**src/rtl/rgmii_rx_frame.sv**
```systemverilog
// RGMII receive framer: rebuilds GMII bytes, strips preamble/SFD, delimits frames, decodes in-band status.
// Latency: payload byte registered 1 cycle after its DDR sample; no backpressure, the line rate is imposed by the PHY.
module rgmii_rx_frame #(
    parameter int MIN_PREAMBLE = 1,
    parameter int MAX_LEN      = 1522
) (
    input  logic        rgmii_rxclk,
    input  logic        rst,
    input  logic [3:0]  rxd_rise,
    input  logic [3:0]  rxd_fall,
    input  logic        rxctl_rise,
    input  logic        rxctl_fall,
    output logic [7:0]  gmii_rxd,
    output logic        gmii_rxdv,
    output logic        gmii_rxer,
    output logic        frame_start,
    output logic        frame_end,
    output logic [15:0] frame_len,
    output logic        frame_err,
    output logic        sfd_err,
    output logic        link_up,
    output logic [1:0]  link_speed,
    output logic        link_duplex
);

    typedef enum logic [1:0] {S_IDLE, S_PRE, S_DATA, S_DROP} state_t;

    state_t      state_q, state_d;
    logic [3:0]  pre_cnt_q, pre_cnt_d;
    logic [15:0] len_q, len_d;
    logic        err_q, err_d;
    logic [7:0]  rxd_q, rxd_d;
    logic        rxdv_q, rxdv_d;
    logic        rxer_q, rxer_d;
    logic        fs_q, fs_d;
    logic        fe_q, fe_d;
    logic [15:0] flen_q, flen_d;
    logic        ferr_q, ferr_d;
    logic        sfd_q, sfd_d;
    logic        up_q, up_d;
    logic [1:0]  spd_q, spd_d;
    logic        dup_q, dup_d;

    logic [7:0]  byte_in;
    logic        dv;
    logic        er;
    logic [15:0] len_inc;
    logic [3:0]  pre_inc;

    assign byte_in = {rxd_fall, rxd_rise};
    assign dv      = rxctl_rise;
    assign er      = rxctl_rise ^ rxctl_fall;
    assign len_inc = (len_q == 16'hFFFF) ? len_q : len_q + 16'd1;
    assign pre_inc = (pre_cnt_q == 4'hF) ? pre_cnt_q : pre_cnt_q + 4'd1;

    always_comb begin
        state_d   = state_q;
        pre_cnt_d = pre_cnt_q;
        len_d     = len_q;
        err_d     = err_q;
        rxd_d     = 8'h00;
        rxdv_d    = 1'b0;
        rxer_d    = 1'b0;
        fs_d      = 1'b0;
        fe_d      = 1'b0;
        flen_d    = flen_q;
        ferr_d    = ferr_q;
        sfd_d     = 1'b0;
        up_d      = up_q;
        spd_d     = spd_q;
        dup_d     = dup_q;

        case (state_q)
            S_IDLE: begin
                if (!dv) begin
                    // Carrier-extend / false-carrier gaps carry no valid status.
                    if (!er) begin
                        up_d  = rxd_rise[0];
                        spd_d = rxd_rise[2:1];
                        dup_d = rxd_rise[3];
                    end
                end else if (!er && byte_in == 8'h55) begin
                    state_d   = S_PRE;
                    pre_cnt_d = 4'd1;
                end else if (!er && byte_in == 8'hD5 && MIN_PREAMBLE == 0) begin
                    state_d = S_DATA;
                    len_d   = 16'd0;
                    err_d   = 1'b0;
                end else begin
                    state_d = S_DROP;
                    sfd_d   = 1'b1;
                end
            end
            S_PRE: begin
                if (!dv) begin
                    state_d = S_IDLE;
                    sfd_d   = 1'b1;
                end else if (er) begin
                    state_d = S_DROP;
                    sfd_d   = 1'b1;
                end else if (byte_in == 8'h55) begin
                    pre_cnt_d = pre_inc;
                end else if (byte_in == 8'hD5 && 32'(pre_cnt_q) >= MIN_PREAMBLE) begin
                    state_d = S_DATA;
                    len_d   = 16'd0;
                    err_d   = 1'b0;
                end else begin
                    state_d = S_DROP;
                    sfd_d   = 1'b1;
                end
            end
            S_DATA: begin
                if (dv) begin
                    rxd_d  = byte_in;
                    rxdv_d = 1'b1;
                    rxer_d = er;
                    fs_d   = (len_q == 16'd0);
                    len_d  = len_inc;
                    if (er || 32'(len_inc) > MAX_LEN) begin
                        err_d = 1'b1;
                    end
                end else begin
                    state_d = S_IDLE;
                    fe_d    = 1'b1;
                    flen_d  = len_q;
                    ferr_d  = err_q;
                end
            end
            S_DROP: begin
                if (!dv) begin
                    state_d = S_IDLE;
                end
            end
            default: state_d = S_IDLE;
        endcase
    end

    always_ff @(posedge rgmii_rxclk) begin
        if (rst) begin
            state_q   <= S_IDLE;
            pre_cnt_q <= 4'd0;
            len_q     <= 16'd0;
            err_q     <= 1'b0;
            rxd_q     <= 8'h00;
            rxdv_q    <= 1'b0;
            rxer_q    <= 1'b0;
            fs_q      <= 1'b0;
            fe_q      <= 1'b0;
            flen_q    <= 16'd0;
            ferr_q    <= 1'b0;
            sfd_q     <= 1'b0;
            up_q      <= 1'b0;
            spd_q     <= 2'b00;
            dup_q     <= 1'b0;
        end else begin
            state_q   <= state_d;
            pre_cnt_q <= pre_cnt_d;
            len_q     <= len_d;
            err_q     <= err_d;
            rxd_q     <= rxd_d;
            rxdv_q    <= rxdv_d;
            rxer_q    <= rxer_d;
            fs_q      <= fs_d;
            fe_q      <= fe_d;
            flen_q    <= flen_d;
            ferr_q    <= ferr_d;
            sfd_q     <= sfd_d;
            up_q      <= up_d;
            spd_q     <= spd_d;
            dup_q     <= dup_d;
        end
    end

    assign gmii_rxd    = rxd_q;
    assign gmii_rxdv   = rxdv_q;
    assign gmii_rxer   = rxer_q;
    assign frame_start = fs_q;
    assign frame_end   = fe_q;
    assign frame_len   = flen_q;
    assign frame_err   = ferr_q;
    assign sfd_err     = sfd_q;
    assign link_up     = up_q;
    assign link_speed  = spd_q;
    assign link_duplex = dup_q;

endmodule

```
**config.mk**
```make
export PLATFORM = sky130hd
export DESIGN_NAME = rgmii_rx_frame
export DESIGN_NICKNAME = d
export VERILOG_FILES = /design/src/rtl/rgmii_rx_frame.sv
export SDC_FILE = /design/constraint.sdc
export NUM_CORES = 1
export LEC_CHECK = 0
export BUFFER_PORTS_ARGS = -buffer_cell sky130_fd_sc_hd__buf_4
export CAP_MARGIN = 10
export CORE_UTILIZATION = 45
export CTS_CLUSTER_DIAMETER = 200
export DETAILED_ROUTE_END_ITERATION = 12
export GPL_TIMING_DRIVEN = 0
export PLACE_DENSITY_LB_ADDON = 0.2
export SLEW_MARGIN = 30
export SYNTH_ARGS = -nofsm -noshare
export SYNTH_HDL_FRONTEND = slang
export SYNTH_SLANG_ARGS = --single-unit
```
**constraint.sdc**
```tcl
create_clock -name rgmii_rxclk -period 6.23 [get_ports rgmii_rxclk]
set_clock_uncertainty 0.15 [all_clocks]
set_input_delay 1.246 -clock rgmii_rxclk [delete_from_list [all_inputs] [get_ports rgmii_rxclk]]
set_output_delay 1.246 -clock rgmii_rxclk [all_outputs]
set_load 0.01 [all_outputs]
```
### Word level (Yosys, flattened, before mapping)

Index checks and enable logic that the tools add are counted.

* register bits: 57
* input port bits: 12
* output and inout port bits: 34
* word-level logic and storage cells: 97

* add/sub/neg operators: 2
* magnitude comparators: 2
* equal/unequal tests: 19
* mux-type cells: 38
* bitwise gates (word level): 4
* reduce and logical (&&, ||, !) cells: 17

Operators with widths (number)
* $mux W16: 6
* $pmux W16 S2: 1
* $mux W4: 6
* $ne A2 B2 Y1 const B: 11
* $add A16 B1 Y16 const B: 1
* $eq A16 B16 Y1 const B: 1
* $gt A16 B11 Y1 const B: 1
* $logic_not A16 Y1: 1
* $mux W1: 15
* $reduce_and A7 Y1: 2
* $mux W2: 6
* $eq A8 B7 Y1 const B: 1
* $eq A8 B8 Y1 const B: 1
* $pmux W4 S2: 1
* $pmux W2 S3: 1
* $reduce_and A3 Y1: 2
* $reduce_and A6 Y1: 1
* $add A4 B1 Y4 const B: 1
* $eq A2 B2 Y1 const B: 2
* $eq A4 B4 Y1 const B: 1
* $ge A4 B1 Y1 const B: 1
* $ne A4 B4 Y1 const B: 1
* $pmux W1 S2: 2
* $reduce_bool A2 Y1: 2
* other kinds (10): 14

### Longest topological paths before layout

* depth in word-level cells: 7
* gate-level depth with buffers: 9

### Worst setup path before layout

No wires, ideal clock.

* kind: input to register
* start point: input rxd_rise[1]
* end point: register len_q[15]
* arrival: 2.713 ns
* data required time: 5.963 ns
* slack: 3.250 ns
* stages on the path: 6
* cell sequence: or2_1 -> or3_4 -> o41ai_4 -> a21oi_2 -> a21o_1 -> a22o_1

* longest elaborated chain between the ends: 4
* elaborated cells on any way between the ends: 6
* classes of those cells: eq/ne: 4; reduce/logical: 2

Ends and longest elaborated chain
* from (decl): line 9 `input logic [3:0] rxd_rise,`
* $eq A8 B8 Y1: line 103 `end else if (byte_in == 8'hD5 && 32'(pre_cnt_q) >= MIN_PREAMBLE) begin`
* $logic_and A1 B1 Y1: line 103
* $ne A2 B2 Y1 (no line)
* $reduce_and A6 Y1 (no line) (*)
* to (signal assigned): line 158 `len_q <= len_d;`
* to (decl): line 30 `logic [15:0] len_q, len_d;`

Mark *: on every way between the ends. The rest lies on a longest branch, timed or not.
A chain may end at the register's enable or synchronous reset.

### Final worst setup path

* start point: input rxctl_rise
* end point: register len_q[5]

* longest elaborated chain between the ends: 3
* elaborated cells on any way between the ends: 5
* classes of those cells: eq/ne: 3; bitwise: 1; reduce/logical: 1

Ends and longest elaborated chain
* from (decl): line 11 `input logic rxctl_rise,`
* $xor A1 B1 Y1: line 52 `assign er = rxctl_rise ^ rxctl_fall;`
* via er: line 46 `logic er;`
* $ne A2 B2 Y1 (no line)
* $reduce_and A6 Y1 (no line)

The timed path passes the listed nets, and every way through them passes these cells.

==> qor.csv <==
metric,value,unit
root_buffer,clkbuf_8,
synth_nets,361,
cts.path.max_buffers,2,
overflow,0,
finalSetupViolations,0,
yosys-top-cells-area,"dfxtp_1 (40%), nand2_1 (6.5%), a21oi_1 (4.9%), nor2_1 (3.7%), ha_1 (3.1%)",
min_path_type,flip-flop to flip-flop,
drc,0,
cts-buffers-inserted,9,
grt_use_total,0.226,
final_util,0.587,
synthArstFlopShare,0,
place_inst,462,
synth_area_per_cell,8.30,um2
worst_pin_slew,0.823,ns
coreArea,0.00599,mm2
final_cell_area,0.00351,mm2
rsz0062_at_grt,no,
worstPathMaxFanout,9,
p_leak,1.44,nW
final_antenna_net_count,0,
synth_edf_count,0,
path_class,primary input to flip-flop,
hold_viol_final,0,
port_buffers,45,
power-per-cell-area,241,mW/mm2
tritoncts,built,
drtPass1Iterations,6,
finalNonFillerCells,478,
start_util,0.474,
cts_resized,0,
status,"finished, final reports clean",
ys_seq_area_frac,0.402,
path_clk_slew,0.07,ns
drv_slew,0,
crit_arrival,3.08,ns
synth_cells,342,
grt_max_degree,12,
dp_hpwl,4940,um
die_w,81.4,um
fill_cells,578,
hold_buffers,0,
tns,0,ns
rows,28,
wirelength,7080,um
finalWorstSetupSlack,3.20,ns
yosysWarnings,0,
die_y,81.4,um
synth-seq-cells,57,
grt_first_pass_wirelength,11200,um
h-tree-depth,3,
synth_cell_types,57,
max-cap-violations,0,
clock-sinks,57,
holdWs,0.305,ns
post-cts-setup-buffers,0,
wl_per_cell,14.8,um
final.min_clock_period,3.03,ns
max-slew-margin-rel,0.446,
synth_top_area_frac,0.402,
dr.first_iter.drc_count,273,
place_congestion,0.966,
antenna_found_initial,0,
clk-insertion-delay-late,0.34,ns
drive_above_1_share,0.231,
max_freq,330,MHz
crit_path_end_kind,flip-flop,
fin_crit_sh,0.486,
vias,2681,
syn2layout_area_growth,23.7,%
fin_nets,417,
yosysTopAreaCell,dfxtp_1,
diodes,0,
die_area,0.00663,mm2
synthFlopType,dfxtp_1,
grt_pass1_vias,2322,
dp_slack,2.93,ns
netlist_area,0.00284,mm2
vdd_drop_max,121,uV
critical_path_required,6.28,ns
total_power,0.847,mW
place_area,0.00327,mm2
start_kind,primary input,
io_pins,46,
vias_per_cell,5.61,
[layout by cell type (no fill, tap or decap), types with 4 or more instances in the layout]
cell type	Yosys	layout
inv_1	9	9
ha_1	7	7
and2_1	11	11
mux2i_1	6	6
nand3_1	11	11
buf_2	8	8
buf_6	4	4
clkbuf_8	0	9
clkbuf_1	12	12
nor3_1	6	6
o31ai_1	4	4
a31oi_1	5	5
nand2_1	49	49
dfxtp_1	57	57
nand4_1	8	8
a21oi_1	28	28
a21o_1	4	4
nor2_1	28	28
a41oi_1	5	5
buf_4	2	47
xor2_1	5	5
nor4_1	7	7
o21ai_0	16	16
[Yosys cell counts, drive strengths merged (2+ instances only)]
| master | count |
|---|---|
| mux2i | 6 |
| or3 | 3 |
| nand3 | 12 |
| and2 | 12 |
| a31oi | 5 |
| buf | 14 |
| clkbuf | 15 |
| a211oi | 3 |
| o31ai | 4 |
| and4 | 3 |
| nor2 | 28 |
| inv | 10 |
| nor3 | 6 |
| nand3b | 2 |
| or2 | 3 |
| nand2 | 49 |
| and3 | 3 |
| nor4 | 7 |
| dfxtp | 57 |
| a311oi | 2 |
| a41oi | 5 |
| ha | 7 |
| or4 | 2 |
| a21o | 4 |
| a21oi | 29 |
| a31o | 2 |
| a22o | 3 |
| nand4 | 10 |
| o21ai | 16 |
| xor2 | 5 |
| nor2b | 2 |
[state kept, by name, summed over array words and instances (netlist names)]
register,count
link_speed,2
sfd_err,1
link_duplex,1
gmii_rxer,1
pre_cnt_q,4
err_q,1
len_q,16
gmii_rxd,8
frame_start,1
state_q,2
frame_len,16
frame_end,1
link_up,1
gmii_rxdv,1
frame_err,1
[where the power goes]
part	switching (mW)	internal (mW)	leakage (nW)	total, mW
Clock	0.158	0.265	0.115	0.423
Sequential	0.00237	0.369	0.461	0.371
Combinational	0.0308	0.0216	0.863	0.0524
[layer usage]
layer,track usage,part of all wire,vias up
li1,-,-,1320
met1,0.308,0.46,1249
met2,0.336,0.45,96
met3,0.0411,0.062,16
met4,0.125,0.024,0
met5,0,0,-
[worst paths after layout]
kind	start	end	slack [ns]	cells past startpoint
max	rxctl_rise	len_q[5]	3.20	8
min	frame_len[11]	frame_len[11]	0.31	2
max reg2reg	len_q[0]	err_q	3.75	8
min reg2reg	frame_len[11]	frame_len[11]	0.31	2
[worst max-delay path, stage by stage]
cell	delay, ns
buf_4	0.09
buf_6	0.13
inv_2	0.08
ha_1	0.43
o41ai_4	0.47
nand2_1	0.26
o21ai_0	0.26
a21oi_1	0.10
[cell type report]
class | instances | area, um2 | area share
Multi-Input combinational cell | 246 | 1500 | 0.426
Sequential cell | 57 | 1140 | 0.325
Clock buffer | 9 | 124 | 0.0352
Buffer | 29 | 163 | 0.0463
Inverter | 10 | 37.5 | 0.0107
Tap cell | 75 | 93.8 | 0.0267
Clock inverter | 7 | 119 | 0.0338
Timing Repair Buffer | 45 | 338 | 0.0961
[cells by family (layout without fill, tap and decap cells)]
logic type | count (synthesis) | count (layout) | share of synthesized area
AO/OA/AOI/OAI | 83 | 83 | 0.195
XOR/XNOR | 6 | 6 | 0.0185
adder cells (fa/ha/maj) | 7 | 7 | 0.0308
buffers and inverters | 39 | 100 | 0.0705
flip-flops | 57 | 57 | 0.402
multiplexers | 6 | 6 | 0.0211
AND/OR/NAND/NOR | 144 | 144 | 0.262
Note: power is estimated with default switching activity, not from simulation.
